--- config.mk ---
export PLATFORM = sky130hd
export DESIGN_NAME = calc_req_scheduler
export DESIGN_NICKNAME = d
export VERILOG_FILES = /design/src/rtl/calc_req_scheduler.sv
export SDC_FILE = /design/constraint.sdc
export NUM_CORES = 1
export LEC_CHECK = 0
export CORE_UTILIZATION = 40
export CTS_CLUSTER_DIAMETER = 30
export DETAILED_ROUTE_END_ITERATION = 8
export HOLD_SLACK_MARGIN = 0.1
export PLACE_DENSITY_LB_ADDON = 0.2
export SLEW_MARGIN = 20
export SYNTH_ARGS = -nofsm -noshare
export SYNTH_HDL_FRONTEND = slang
export SYNTH_SLANG_ARGS = --single-unit
--- constraint.sdc ---
create_clock -name clk -period 4.5 [get_ports clk]
set_input_delay 0.9 -clock clk [delete_from_list [all_inputs] [get_ports clk]]
set_output_delay 0.9 -clock clk [all_outputs]
set_load 0.01 [all_outputs]
--- src/rtl/calc_req_scheduler.sv ---
// calc_req_scheduler: queues calculator requests, issues one per cycle, returns tagged results in order.
// Define CALC_SCHED_STATS_EN to build the issue/response statistics counters; otherwise they read 0.
module calc_req_scheduler #(
   parameter int REQ_DEPTH = 4,
   parameter int RSP_DEPTH = 4,
   parameter int CALC_LAT  = 1,
   parameter int TAG_W     = 4
) (
   input  logic             clk,
   input  logic             reset_high,
   input  logic             req_valid,
   output logic             req_ready,
   input  logic [31:0]      req_a,
   input  logic [31:0]      req_b,
   input  logic [2:0]       req_op,
   input  logic [TAG_W-1:0] req_tag,
   input  logic             flush,
   output logic             flush_done,
   output logic [31:0]      calc_a,
   output logic [31:0]      calc_b,
   output logic [2:0]       calc_opcode,
   input  logic [32:0]      calc_result,
   output logic             rsp_valid,
   input  logic             rsp_ready,
   output logic [32:0]      rsp_result,
   output logic [TAG_W-1:0] rsp_tag,
   output logic             busy,
   output logic [15:0]      issue_cnt,
   output logic [15:0]      rsp_cnt
);
   localparam int QW = $clog2(REQ_DEPTH);
   localparam int RW = $clog2(RSP_DEPTH);
   localparam int EW = 67 + TAG_W;
   typedef enum logic [1:0] {IDLE, RUN, DRAIN} state_t;
   state_t state, state_nxt;
   logic flush_done_nxt, req_push, req_empty, issue, rsp_push, rsp_pop, all_empty;
   logic [EW-1:0] req_mem [REQ_DEPTH];
   logic [EW-1:0] head;
   logic [QW:0] req_wr, req_rd, req_count;
   logic [TAG_W+32:0] rsp_mem [RSP_DEPTH];
   logic [TAG_W+32:0] rsp_head;
   logic [RW:0] rsp_wr, rsp_rd, rsp_count;
   logic [CALC_LAT-1:0] sr_vld;
   logic [TAG_W-1:0] sr_tag [CALC_LAT];

   assign req_count  = req_wr - req_rd;
   assign req_empty  = req_count == '0;
   assign req_ready  = req_count != (QW+1)'(REQ_DEPTH) && state != DRAIN;
   assign req_push   = req_valid && req_ready;
   assign head       = req_mem[req_rd[QW-1:0]];
   // an op issues only if its result is already guaranteed a response slot
   assign issue      = !req_empty && ($countones(sr_vld) + int'(rsp_count)) < RSP_DEPTH;
   assign rsp_push   = sr_vld[CALC_LAT-1];
   assign rsp_count  = rsp_wr - rsp_rd;
   assign rsp_valid  = rsp_count != '0;
   assign rsp_pop    = rsp_valid && rsp_ready;
   assign rsp_head   = rsp_mem[rsp_rd[RW-1:0]];
   assign rsp_result = rsp_valid ? rsp_head[TAG_W +: 33] : '0;
   assign rsp_tag    = rsp_valid ? rsp_head[TAG_W-1:0] : '0;
   assign all_empty  = req_empty && sr_vld == '0 && !rsp_valid;

   // FIFO storage and in-flight tags; validity is carried by pointers and sr_vld
   always_ff @(posedge clk) begin
      if (req_push) req_mem[req_wr[QW-1:0]] <= {req_a, req_b, req_op, req_tag};
      if (rsp_push) rsp_mem[rsp_wr[RW-1:0]] <= {calc_result, sr_tag[CALC_LAT-1]};
      sr_tag[0] <= head[TAG_W-1:0];
      for (int i = 1; i < CALC_LAT; i++) sr_tag[i] <= sr_tag[i-1];
   end

   // FIFO pointers, in-flight valid pipe and calculator input registers
   always_ff @(posedge clk or posedge reset_high) begin
      if (reset_high) begin
         req_wr      <= '0;
         req_rd      <= '0;
         rsp_wr      <= '0;
         rsp_rd      <= '0;
         sr_vld      <= '0;
         calc_a      <= '0;
         calc_b      <= '0;
         calc_opcode <= '0;
      end else begin
         if (req_push) req_wr <= req_wr + 1'b1;
         if (issue) begin
            req_rd      <= req_rd + 1'b1;
            calc_a      <= head[EW-1 -: 32];
            calc_b      <= head[EW-33 -: 32];
            calc_opcode <= head[TAG_W +: 3];
         end
         if (rsp_push) rsp_wr <= rsp_wr + 1'b1;
         if (rsp_pop) rsp_rd <= rsp_rd + 1'b1;
         sr_vld <= CALC_LAT'({sr_vld, issue});
      end
   end

`ifdef CALC_SCHED_STATS_EN
   // statistics: issues and response handshakes, free-running 16-bit wrap
   always_ff @(posedge clk or posedge reset_high) begin
      if (reset_high) begin
         issue_cnt <= '0;
         rsp_cnt   <= '0;
      end else begin
         if (issue) issue_cnt <= issue_cnt + 1'b1;
         if (rsp_pop) rsp_cnt <= rsp_cnt + 1'b1;
      end
   end
`else
   assign issue_cnt = '0;
   assign rsp_cnt   = '0;
`endif

   // state register with registered busy and flush_done
   always_ff @(posedge clk or posedge reset_high) begin
      if (reset_high) begin
         state      <= IDLE;
         busy       <= 1'b0;
         flush_done <= 1'b0;
      end else begin
         state      <= state_nxt;
         busy       <= state_nxt != IDLE;
         flush_done <= flush_done_nxt;
      end
   end

   // next state: flush drains; IDLE only once nothing is queued, in flight or buffered
   always_comb begin
      state_nxt      = state;
      flush_done_nxt = 1'b0;
      case (state)
         IDLE:    if (req_push) state_nxt = flush ? DRAIN : RUN;
                  else flush_done_nxt = flush;
         RUN:     if (flush) state_nxt = DRAIN;
                  else if (all_empty && !req_push) state_nxt = IDLE;
         DRAIN:   if (all_empty) begin
                     state_nxt      = IDLE;
                     flush_done_nxt = 1'b1;
                  end
         default: state_nxt = IDLE;
      endcase
   end
endmodule

==> summary.txt <==
Finish
  • Sequential cell area: 0.0152 mm²
  • Share of cells above drive strength 1: 0.309
  • Nets: 1311
  • Multi-input logic area: 0.00423 mm²
  • Area Overhead vs Synth: 33.9%
  • # diodes: 0
  • FILL cells: 3882

Synthesis
  • Leading area contributor after synthesis: edfxtp_1
  • Cells after Synth: 881
  • Synth Warn #: 0
  • Distinct cells, synth: 40
  • FFs w/ async S/R, synth: 0.162
  • Synth area leaders: edfxtp_1 66%, mux4_2 12%, dfrtp_1 11%
  • Synth Flop Type: edfxtp_1
  • Synth Area per Inst: 22.4 µm²
  • Seq cells post-synth: 520
  • Seq/Total Area, Yosys: 0.767
  • Post-synth EDFFs: 432
  • Mapped Area: 0.0198 mm²
  • Post-synth top area share: 0.657

Critical path
  • CP peak stage delay: 0.54 ns
  • R2R setup slack: 1.46 ns
  • R2r worst-path depth: 7
  • Buf/Inv on CP: 3
  • Total number of cells along the worst setup path: 8
  • CP max-delay cell: clkdlybuf4s50_1
  • R2R Path Start: req_rd[1]
  • Crit Path Max Fanout: 40
  • Critical Path Start Type: flip-flop
  • Top delay family on crit path: buffers and inverters
  • CP Class: reg -> out
  • Critical Path Sink Type: output pin
  • Worst reg2reg path endpoint: req_mem[0][18]
  • Critical path required time: 3.60 ns
  • WP data arrival: 3.22 ns
  • CP cell instances: inv_1 -> ha_1 -> fa_1 -> xor3_1 -> or2_1 -> buf_4 -> and2_1 -> clkdlybuf4s50_1

Floorplan
  • Die Wd: 224 µm
  • Rows: 81
  • Die H: 224 µm
  • Starting Density: 0.404
  • Top Ports: 249
  • Core area: 0.0488 mm²
  • Die Area: 0.0503 mm²

Drt
  • DRT iter0 DRCs: 458
  • Via density: 4.80
  • First-pass iteration count of the detailed router: 4
  • WL final: 39800 µm
  • Post-DRT Antenna Nets: 0
  • # DRC: 0
  • WL per Instance: 20.4 µm
  • Via count: 9332

Worst hold path
  • Worst Hold Endpoint: rsp_wr[2]
  • Hold Crit Depth: 1
  • Hold Path Class: reg -> reg
  • Hold path startpoint: rsp_wr[2]

STA
  • Tmin final: 4.12 ns
  • Hold_ws: 0.475 ns
  • Final Hold Viols: 0
  • Final setup violation count: 0
  • Slew @ Worst Pin: 1.01 ns
  • Setup Skew: 0.0220 ns
  • Final period util: 0.915
  • RSZ-0062 raised after global routing: no
  • Setup TNS: 0 ns
  • Max Fclk: 243 MHz
  • Worst rel slew slack: 0.324
  • Max-slew violation count: 0
  • Final worst setup slack: 0.382 ns

Pwr
  • Maximum VDD drop: 0.834 mV
  • Leak: 9.30 nW
  • PwrDens: 859 mW/mm²

Clocking
  • CTS Sinks: 520
  • H-tree lvl count: 3
  • Post-CTS sizing: 0
  • TritonCTS clock tree: yes
  • CTS root buf: clkbuf_16
  • Postcts setup bufs: 0
  • Worst skew pair latency: 0.64 ns
  • Clock tree buffer depth: 3
  • Total CTS buffers: 107
  • Clock-pin slew on the worst setup and hold paths: 0.04 ns
  • # hold bufs at CTS: 0

Global route
  • Remaining global-route overflow: 0
  • GRT Util Overall: 0.163
  • First-pass GRT wire length: 60800 µm
  • Antenna violations before repair: 4
  • Maximum number of pins on one net before global-route repair: 59
  • Vias in the first global route: 10100

Job
  • Max cap viols: 0

Outcome
  • Status: finished, final reports clean

Place
  • DP HPWL: 22900 µm
  • Dpl ws: 1.01 ns
  • GPL Wtd Cong: 0.700
  • IO buf count: 216
## state kept, by name, indices dropped and copies added (netlist names), 2 cells and up
name and count:
req_rd 3, calc_a 32, state 2, req_wr 3, calc_opcode 3, sr_tag 4
req_mem 284, rsp_wr 3, rsp_rd 3, calc_b 32, rsp_mem 148
## routing by layer
layer | GRT usage | routed length (µm) | up-vias
met4 | 0.0656 | 839 | 8
li1 | - | - | 4156
met5 | 0 | 62 | -
met1 | 0.210 | 16900 | 4832
met2 | 0.256 | 19200 | 261
met3 | 0.0534 | 2730 | 75
## stage by stage
stage          total power, mW   util  std cells  area, µm²
2_1_floorplan             12.2      -        912      19900
3_3_place_gp              14.8  0.463       1742      22600
3_5_place_dp              14.9  0.464       1743      22600
4_1_cts                   23.1  0.542       1946      26500
5_1_grt                   23.9  0.542       1946      26500
6_report                  22.7  0.542       1946      26500
## cells in the mapped netlist, types with 2 or more instances
library cell and number:
clkbuf_1 18, nand2_1 5, buf_2 11, xnor2_1 6, a31oi_1 2, nand4_1 2
nor2b_1 2, nand3_1 2, xnor2_2 2, buf_4 32, buf_6 9, dfrtp_1 84
o32ai_1 2, inv_1 10, mux2_2 54, xor2_1 2, edfxtp_1 432, o2bb2ai_1 2
ha_1 13, dfxtp_1 4, and2_1 45, nor2_1 2, mux4_2 108, mux2_4 16
## cells in the final DEF (no fill, tap or decap), types with 3 or more instances in the layout
master	synthesis	layout
buf_4	32	16
clkinv_2	0	26
clkdlybuf4s50_1	0	216
ha_1	13	13
and2_2	0	3
bufinv_16	0	20
buf_12	0	5
and2_1	45	38
and2_4	0	4
inv_1	10	8
mux4_2	108	108
clkbuf_1	18	18
nand2_1	5	5
clkinv_4	0	3
xnor2_1	6	6
dfrtp_1	84	81
clkinvlp_4	0	10
mux2_2	54	54
mux2_4	16	16
clkbuf_8	0	3
conb_1	1	32
edfxtp_1	432	432
clkbuf_16	0	110
inv_6	0	4
clkinv_1	0	7
dfxtp_1	4	4
## cell type report
type                            instances  share of cell area
Sequential cell                       520               0.573
Multi-Input combinational cell        312               0.160
Clock buffer                          131               0.108
Timing Repair Buffer                  237              0.0900
Clock inverter                         72              0.0357
Tap cell                              664              0.0314
Inverter                               10             0.00156
## where the power goes
group | leakage (nW) | total (mW) | switching (mW) | internal [mW]
Sequential | 4.95 | 7.08 | 0.448 | 6.63
Clock | 1.85 | 8.13 | 2.48 | 5.65
Combinational | 2.50 | 7.50 | 3.42 | 4.08
Total | 9.30 | 22.7 | 6.35 | 16.4
## how the worst max path moves through the flow
stage	startpoint	end	slack [ns]
6_report	rsp_wr[0]	rsp_result[24]	0.38
5_1_grt	rsp_wr[0]	rsp_result[25]	0.15
4_1_cts	rsp_wr[0]	rsp_result[24]	0.32
3_5_place_dp	rsp_wr[0]	rsp_result[24]	1.01
3_3_place_gp	rsp_wr[0]	rsp_tag[2]	1.08
2_1_floorplan	req_rd[1]	req_mem[0][0]	0.38
## cell families (layout without fill, tap and decap cells)
group	Yosys count	after routing	share of synthesized area
AOI/OAI and AO/OA	13	13	0.00589
xor gates and xnor gates	11	11	0.00640
adders and majority gates	14	14	0.00925
buffers and inverters	80	450	0.0254
DFF	520	520	0.767
muxes	178	178	0.166
other	1	32	0.000190
and+or+nand+nor	64	64	0.0198
Power figures use the tool's default switching activity.
